`src/rtl/id_stage.sv`:
```
// Instruction decode stage: register file with write-back bypass, opcode decode, load-use hazard detection.
// Latency: 0 cycles (combinational decode); register file and stall counter update on the rising clock.
// Backpressure: asserts stall for one cycle on a load-use hazard and emits a control bubble on stall or flush.
//
// Ports:
//   clock, rst_n                      - stage clock (rising edge), asynchronous active-low reset
//   instr_id, pc_id                   - instruction and its PC from the IF/ID buffer
//   wb_regWrt, wb_rd, wb_data         - register file write-back port (bypassed to same-cycle reads)
//   memRead_ex, rd_ex                 - load flag and destination of the instruction currently in EX
//   flush                             - taken branch/jump resolved in EX; forces a bubble
//   aluOp_id ... jumpMem_id           - decoded control bundle (all zero during a bubble)
//   rd_id, pc_plus_y_id, xrs_id,
//   xrt_id, y_id                      - destination index and datapath operands
//   stall, stall_count                - hold request to fetch and saturating count of stall cycles
module id_stage #(
    parameter int DATA_W    = 32,
    parameter int ADDR_W    = 6,
    parameter int REG_COUNT = 64
) (
    input  logic              clock,
    input  logic              rst_n,
    input  logic [31:0]       instr_id,
    input  logic [31:0]       pc_id,
    input  logic              wb_regWrt,
    input  logic [ADDR_W-1:0] wb_rd,
    input  logic [DATA_W-1:0] wb_data,
    input  logic              memRead_ex,
    input  logic [ADDR_W-1:0] rd_ex,
    input  logic              flush,
    output logic [2:0]        aluOp_id,
    output logic              memRead_id,
    output logic              memWrite_id,
    output logic              aluSrc_id,
    output logic [1:0]        writeBackControl_id,
    output logic              regWrt_id,
    output logic              branchZero_id,
    output logic              branchNeg_id,
    output logic              jump_id,
    output logic              jumpMem_id,
    output logic [ADDR_W-1:0] rd_id,
    output logic [31:0]       pc_plus_y_id,
    output logic [DATA_W-1:0] xrs_id,
    output logic [DATA_W-1:0] xrt_id,
    output logic [31:0]       y_id,
    output logic              stall,
    output logic [31:0]       stall_count
);

    localparam logic [3:0] OP_NOP  = 4'b0000;
    localparam logic [3:0] OP_ST   = 4'b0011;
    localparam logic [3:0] OP_ADD  = 4'b0100;
    localparam logic [3:0] OP_INC  = 4'b0101;
    localparam logic [3:0] OP_NEG  = 4'b0110;
    localparam logic [3:0] OP_SUB  = 4'b0111;
    localparam logic [3:0] OP_J    = 4'b1000;
    localparam logic [3:0] OP_BRZ  = 4'b1001;
    localparam logic [3:0] OP_JM   = 4'b1010;
    localparam logic [3:0] OP_BRN  = 4'b1011;
    localparam logic [3:0] OP_LD   = 4'b1110;
    localparam logic [3:0] OP_SVPC = 4'b1111;

    localparam logic [2:0] ALU_ADD   = 3'b000;
    localparam logic [2:0] ALU_SUB   = 3'b001;
    localparam logic [2:0] ALU_NEG   = 3'b010;
    localparam logic [2:0] ALU_PASSA = 3'b011;

    localparam logic [1:0] WBC_ALU = 2'b00;
    localparam logic [1:0] WBC_MEM = 2'b01;
    localparam logic [1:0] WBC_PCY = 2'b10;

    typedef struct packed {
        logic [2:0] alu_op;
        logic       mem_read;
        logic       mem_write;
        logic       alu_src;
        logic [1:0] wbc;
        logic       reg_wrt;
        logic       branch_zero;
        logic       branch_neg;
        logic       jump;
        logic       jump_mem;
    } ctrl_t;

    logic [3:0]        opcode;
    logic [ADDR_W-1:0] rs;
    logic [ADDR_W-1:0] rt;
    ctrl_t             dec;
    ctrl_t             ctrl;
    logic              uses_rs;
    logic              uses_rt;
    logic              bubble;

    logic [DATA_W-1:0] regs_q [REG_COUNT];
    logic [31:0]       stall_count_q;
    logic [31:0]       stall_count_d;

    assign opcode = instr_id[31:28];
    assign rd_id  = instr_id[27:22];
    assign rs     = instr_id[21:16];
    assign rt     = instr_id[15:10];

    // Opcode decode; undefined opcodes fall through to the all-zero NOP bundle.
    always_comb begin
        dec     = '0;
        uses_rs = 1'b0;
        uses_rt = 1'b0;
        case (opcode)
            OP_SVPC: begin
                dec.reg_wrt = 1'b1;
                dec.wbc     = WBC_PCY;
            end
            OP_LD: begin
                dec.mem_read = 1'b1;
                dec.reg_wrt  = 1'b1;
                dec.wbc      = WBC_MEM;
                dec.alu_op   = ALU_PASSA;
                uses_rs      = 1'b1;
            end
            OP_ST: begin
                dec.mem_write = 1'b1;
                dec.alu_op    = ALU_PASSA;
                uses_rs       = 1'b1;
                uses_rt       = 1'b1;
            end
            OP_ADD: begin
                dec.reg_wrt = 1'b1;
                dec.alu_op  = ALU_ADD;
                uses_rs     = 1'b1;
                uses_rt     = 1'b1;
            end
            OP_INC: begin
                dec.reg_wrt = 1'b1;
                dec.alu_src = 1'b1;
                dec.alu_op  = ALU_ADD;
                uses_rs     = 1'b1;
            end
            OP_NEG: begin
                dec.reg_wrt = 1'b1;
                dec.alu_op  = ALU_NEG;
                uses_rs     = 1'b1;
            end
            OP_SUB: begin
                dec.reg_wrt = 1'b1;
                dec.alu_op  = ALU_SUB;
                uses_rs     = 1'b1;
                uses_rt     = 1'b1;
            end
            OP_J: begin
                dec.jump   = 1'b1;
                dec.alu_op = ALU_PASSA;
                uses_rs    = 1'b1;
            end
            OP_BRZ: begin
                dec.branch_zero = 1'b1;
                dec.alu_op      = ALU_PASSA;
                uses_rs         = 1'b1;
            end
            OP_JM: begin
                dec.jump_mem = 1'b1;
                dec.mem_read = 1'b1;
                dec.alu_op   = ALU_PASSA;
                uses_rs      = 1'b1;
            end
            OP_BRN: begin
                dec.branch_neg = 1'b1;
                dec.alu_op     = ALU_PASSA;
                uses_rs        = 1'b1;
            end
            default: begin
                dec = '0;
            end
        endcase
    end

    // memRead_ex covers JM in EX as well, since JM also reads memory.
    // Flush wins: the dependent instruction is being discarded anyway.
    assign stall  = memRead_ex & (((rd_ex == rs) & uses_rs) | ((rd_ex == rt) & uses_rt)) & ~flush;
    assign bubble = stall | flush;
    assign ctrl   = bubble ? '0 : dec;

    assign aluOp_id            = ctrl.alu_op;
    assign memRead_id          = ctrl.mem_read;
    assign memWrite_id         = ctrl.mem_write;
    assign aluSrc_id           = ctrl.alu_src;
    assign writeBackControl_id = ctrl.wbc;
    assign regWrt_id           = ctrl.reg_wrt;
    assign branchZero_id       = ctrl.branch_zero;
    assign branchNeg_id        = ctrl.branch_neg;
    assign jump_id             = ctrl.jump;
    assign jumpMem_id          = ctrl.jump_mem;

    assign y_id         = {{16{instr_id[15]}}, instr_id[15:0]};
    assign pc_plus_y_id = pc_id + y_id;

    // Write-back data is forwarded so the reader sees the value being written this cycle.
    assign xrs_id = (wb_regWrt && (wb_rd == rs)) ? wb_data : regs_q[rs];
    assign xrt_id = (wb_regWrt && (wb_rd == rt)) ? wb_data : regs_q[rt];

    always_ff @(posedge clock or negedge rst_n) begin
        if (!rst_n) begin
            for (int i = 0; i < REG_COUNT; i++) begin
                regs_q[i] <= '0;
            end
        end else if (wb_regWrt) begin
            regs_q[wb_rd] <= wb_data;
        end
    end

    always_comb begin
        stall_count_d = stall_count_q;
        if (stall && (stall_count_q != 32'hFFFF_FFFF)) begin
            stall_count_d = stall_count_q + 32'd1;
        end
    end

    always_ff @(posedge clock or negedge rst_n) begin
        if (!rst_n) begin
            stall_count_q <= '0;
        end else begin
            stall_count_q <= stall_count_d;
        end
    end

    assign stall_count = stall_count_q;

endmodule

```
`config.mk`:
```
export PLATFORM = sky130hd
export DESIGN_NAME = id_stage
export DESIGN_NICKNAME = d
export VERILOG_FILES = /design/src/rtl/id_stage.sv
export SDC_FILE = /design/constraint.sdc
export NUM_CORES = 2
export LEC_CHECK = 0
export CAP_MARGIN = 20
export CORE_MARGIN = 5
export CORE_UTILIZATION = 40
export CTS_CLUSTER_SIZE = 10
export DETAILED_ROUTE_END_ITERATION = 7
export DONT_BUFFER_PORTS = 1
export GPL_ROUTABILITY_DRIVEN = 0
export SLEW_MARGIN = 20
export SYNTH_ARGS = -nofsm -noshare
export SYNTH_HDL_FRONTEND = slang
export SYNTH_SLANG_ARGS = --single-unit
```
`constraint.sdc`:
```
create_clock -name clock -period 7.1 [get_ports clock]
set_input_delay 1.065 -clock clock [delete_from_list [all_inputs] [get_ports clock]]
set_output_delay 1.065 -clock clock [all_outputs]
set_load 0.02 [all_outputs]
```
==> impl_metrics.py <==
metrics = {
    "sta": {
        "setup_violations": 0,
        "timing.hold.ws_ps": 38.28,
        "maxSlewViolCount": 46,
        "slew_headroom_pct": -3.658,
        "worst_pin_slew_ps": 1555,
        "rsz0062_at_grt": "no",
        "final-hold-violation-count": 0,
        "fin_ws_ps": 329.0,
        "fin_crit_sh_pct": 95.37,
        "fmax_mhz": 147.7,
        "layout_min_cycle_time_ps": 6771,
        "fin_skew_ps": 9.439,
        "fin_tns_setup_ps": 0,
    },
    "global_routing": {
        "grt_overflow": 0,
        "grt_use_total_pct": 26.09,
        "grt_max_degree": 399,
        "antenna_found_initial": 8,
        "grt_pass1_wl_mm": 552.3,
        "grt_pass1_vias": 71190,
    },
    "clock_tree": {
        "tritoncts": "yes",
        "path_clk_slew_ps": 60,
        "cts_num_sinks": 2080,
        "clk_latency_ps": 890,
        "postCtsSetupBuffers": 0,
        "cts.path.max_buffers": 4,
        "cts_inserted_buffers": 240,
        "htree_levels": 4,
        "cts_resized": 0,
        "clockRootBuffer": "clkbuf_16",
    },
    "place": {
        "postPlaceCellArea_sq_mm": 0.1162,
        "dp_hpwl_mm": 210.8,
        "port_buffers": 0,
        "dp_worst_setup_slack_ps": 284.2,
    },
    "drt": {
        "post_drt_wl_per_cell_um": 36.81,
        "vias_per_cell": 6.525,
        "num_vias": 68220,
        "first_pass_iters": 8,
        "drc": 0,
        "drt-total-wl_mm": 384.9,
        "drtIter0Drc": 6381,
        "drt.antenna.violating_nets": 0,
    },
    "synthesis": {
        "synth_top_family_by_area": "multiplexers",
        "syn_area_per_cell_sq_um": 15.94,
        "yosys.cell_types.count": 63,
        "synth_top_cell_by_area": "dfrtp_1",
        "synthArstFlopShare_pct": 100.0,
        "netlist.area_leader.share_pct": 46.13,
        "synth_warnings": 0,
        "syn_nets": 7225,
        "synth-simple-area-share_pct": 1.512,
        "synth-seq-cells": 2080,
        "ys_top_cells_by_area": "dfrtp_1 (46%), mux4_2 (26%), mux2_2 (21%), clkbuf_1 (1.6%), mux2i_1 (0.62%)",
        "yosysSeqAreaShare_pct": 46.13,
        "yosys.area_share.adder_pct": 0.3726,
        "synth_xor_area_share_pct": 0.6598,
        "ys.flop_type": "dfrtp_1",
        "syn-cell-area_sq_mm": 0.1128,
        "muxShareOfSynthArea_pct": 47.20,
        "synth_edf_count": 0,
        "synthCells": 7079,
        "synth_compound_area_share_pct": 1.173,
    },
    "pwr": {
        "p_leak_uw": 0.05351,
        "ir_drop_v": 0.0001899,
        "power_density_mw_per_mm2": 251.4,
    },
    "finish": {
        "fin_area_sq_mm": 0.1230,
        "drive_above_1_share_pct": 57.68,
        "multiInputGateArea_sq_mm": 0.05800,
        "layout.nets": 6797,
        "nFillCells": 24620,
        "regArea_sq_mm": 0.05205,
        "final_cell_mix": "mux2_2 (2109), dfrtp_1 (2080), mux4_2 (1279)",
        "area_growth_pct": 9.004,
        "final_common_cell": "mux2_2",
        "final_util_pct": 43.68,
    },
    "job": {
        "max-cap-violations": 0,
    },
    "floorplan": {
        "core_area_sq_mm": 0.2816,
        "die-width_um": 541.1,
        "start_util_pct": 40.08,
        "core.rowCount": 195,
        "die_h_um": 541.1,
        "dieArea_sq_mm": 0.2928,
        "io_pins": 293,
    },
    "critical_path": {
        "crit_path_start_kind": "input port",
        "rr_worst_depth": 8,
        "cp_max_fo": 92,
        "endpoint_kind": "primary output",
        "criticalPathCategory": "input port to primary output",
        "cp.arrival_ps": 5710,
        "crit_required_ps": 6030,
    },
    "status": {
        "violations": "slew limit",
        "status": "finished with violations",
    },
    "worst_hold_path": {
        "hold_path.class": "input port to asynchronous set/reset pin",
    },
}
==> synth_stat cells, types with 4 or more instances <==
cell      count
ha_1         32
a21oi_1      76
nor2_1      106
or4_1         4
nand4_1      19
o21ai_0     100
a21o_1       11
and3_1       11
buf_1       181
nand2_1     152
dfrtp_1    2080
nor3_1       14
mux2_2     2109
o211ai_1      4
nand2b_1      9
inv_1        13
mux4_2     1279
nand3_1      24
buf_2        92
xor2_1       34
and4_1        4
nor2b_1       4
buf_4        40
clkbuf_1    487
mux2i_1      70
o21bai_1     10
a211oi_1      7
xnor2_1      51
==> power breakdown <==
group	internal, uW	switching [uW]
clock network	6260	4830
registers	13400	1160
logic	3290	1960
total	23000	7950
==> per-layer routing <==
layer | vias to the layer above | share of wire [%] | wire (um) | track usage, %
met5 | - | 0.0034 | 13 | 0
met4 | 2 | 5.0 | 19210 | 11.09
met2 | 2649 | 48 | 185500 | 42.42
met1 | 38280 | 40 | 153600 | 34.33
li1 | 26540 | - | - | -
met3 | 748 | 6.9 | 26590 | 5.136
==> path summary, 6_finish.rpt <==
path / start / endpoint / slack, ps
max: instr_id[10] / xrt_id[17] / 330
min: rst_n / regs_q[533] / 40
max reg2reg: stall_count[6] / stall_count[27] / 4310
min reg2reg: regs_q[1726] / regs_q[1726] / 520
max in group asynchronous: rst_n / regs_q[1003] / 2770
min in group clock: wb_data[1] / regs_q[641] / 310
==> state kept, by name (all words and copies together) (netlist names) <==
register and flops:
regs_q 2048, stall_count 32
==> cell families after synthesis <==
| logic type | after synthesis |
|---|---|
| fa+ha+maj | 33 |
| other cells | 1 |
| simple gates | 375 |
| mux | 3458 |
| buf+inv | 815 |
| flops | 2080 |
| xor+xnor | 85 |
| compound gates | 232 |
==> critical path, stage by stage <==
cell and delay, ps:
buf_16 510, buf_16 510, buf_16 420, buf_16 410, mux4_2 570, mux4_2 480
mux2_2 270, a21oi_1 720, o21ai_0 460
==> cell type report <==
class	count	share of cell area (%)
clock buffer	295	5.210
multi-input combinational	4184	47.16
tap	3743	3.808
inverter	14	0.04273
clock inverter	5	0.07630
sequential	2080	42.32
timing repair buffer	131	1.380
antenna	3	0.006104
==> through the flow <==
step	instances	total power [uW]
2_1_floorplan	7079	18720
4_1_cts	10440	31100
6_report	10460	30920
3_5_place_dp	10140	19970
3_3_place_gp	10120	19550
5_1_grt	10450	32080
==> timing repair <==
item	4_1_cts	5_1_grt
hold buffers	1	0
hold endpoints to repair	78	0
setup endpoints to repair	0	0
No activity file was read; power rests on OpenSTA's default activity.
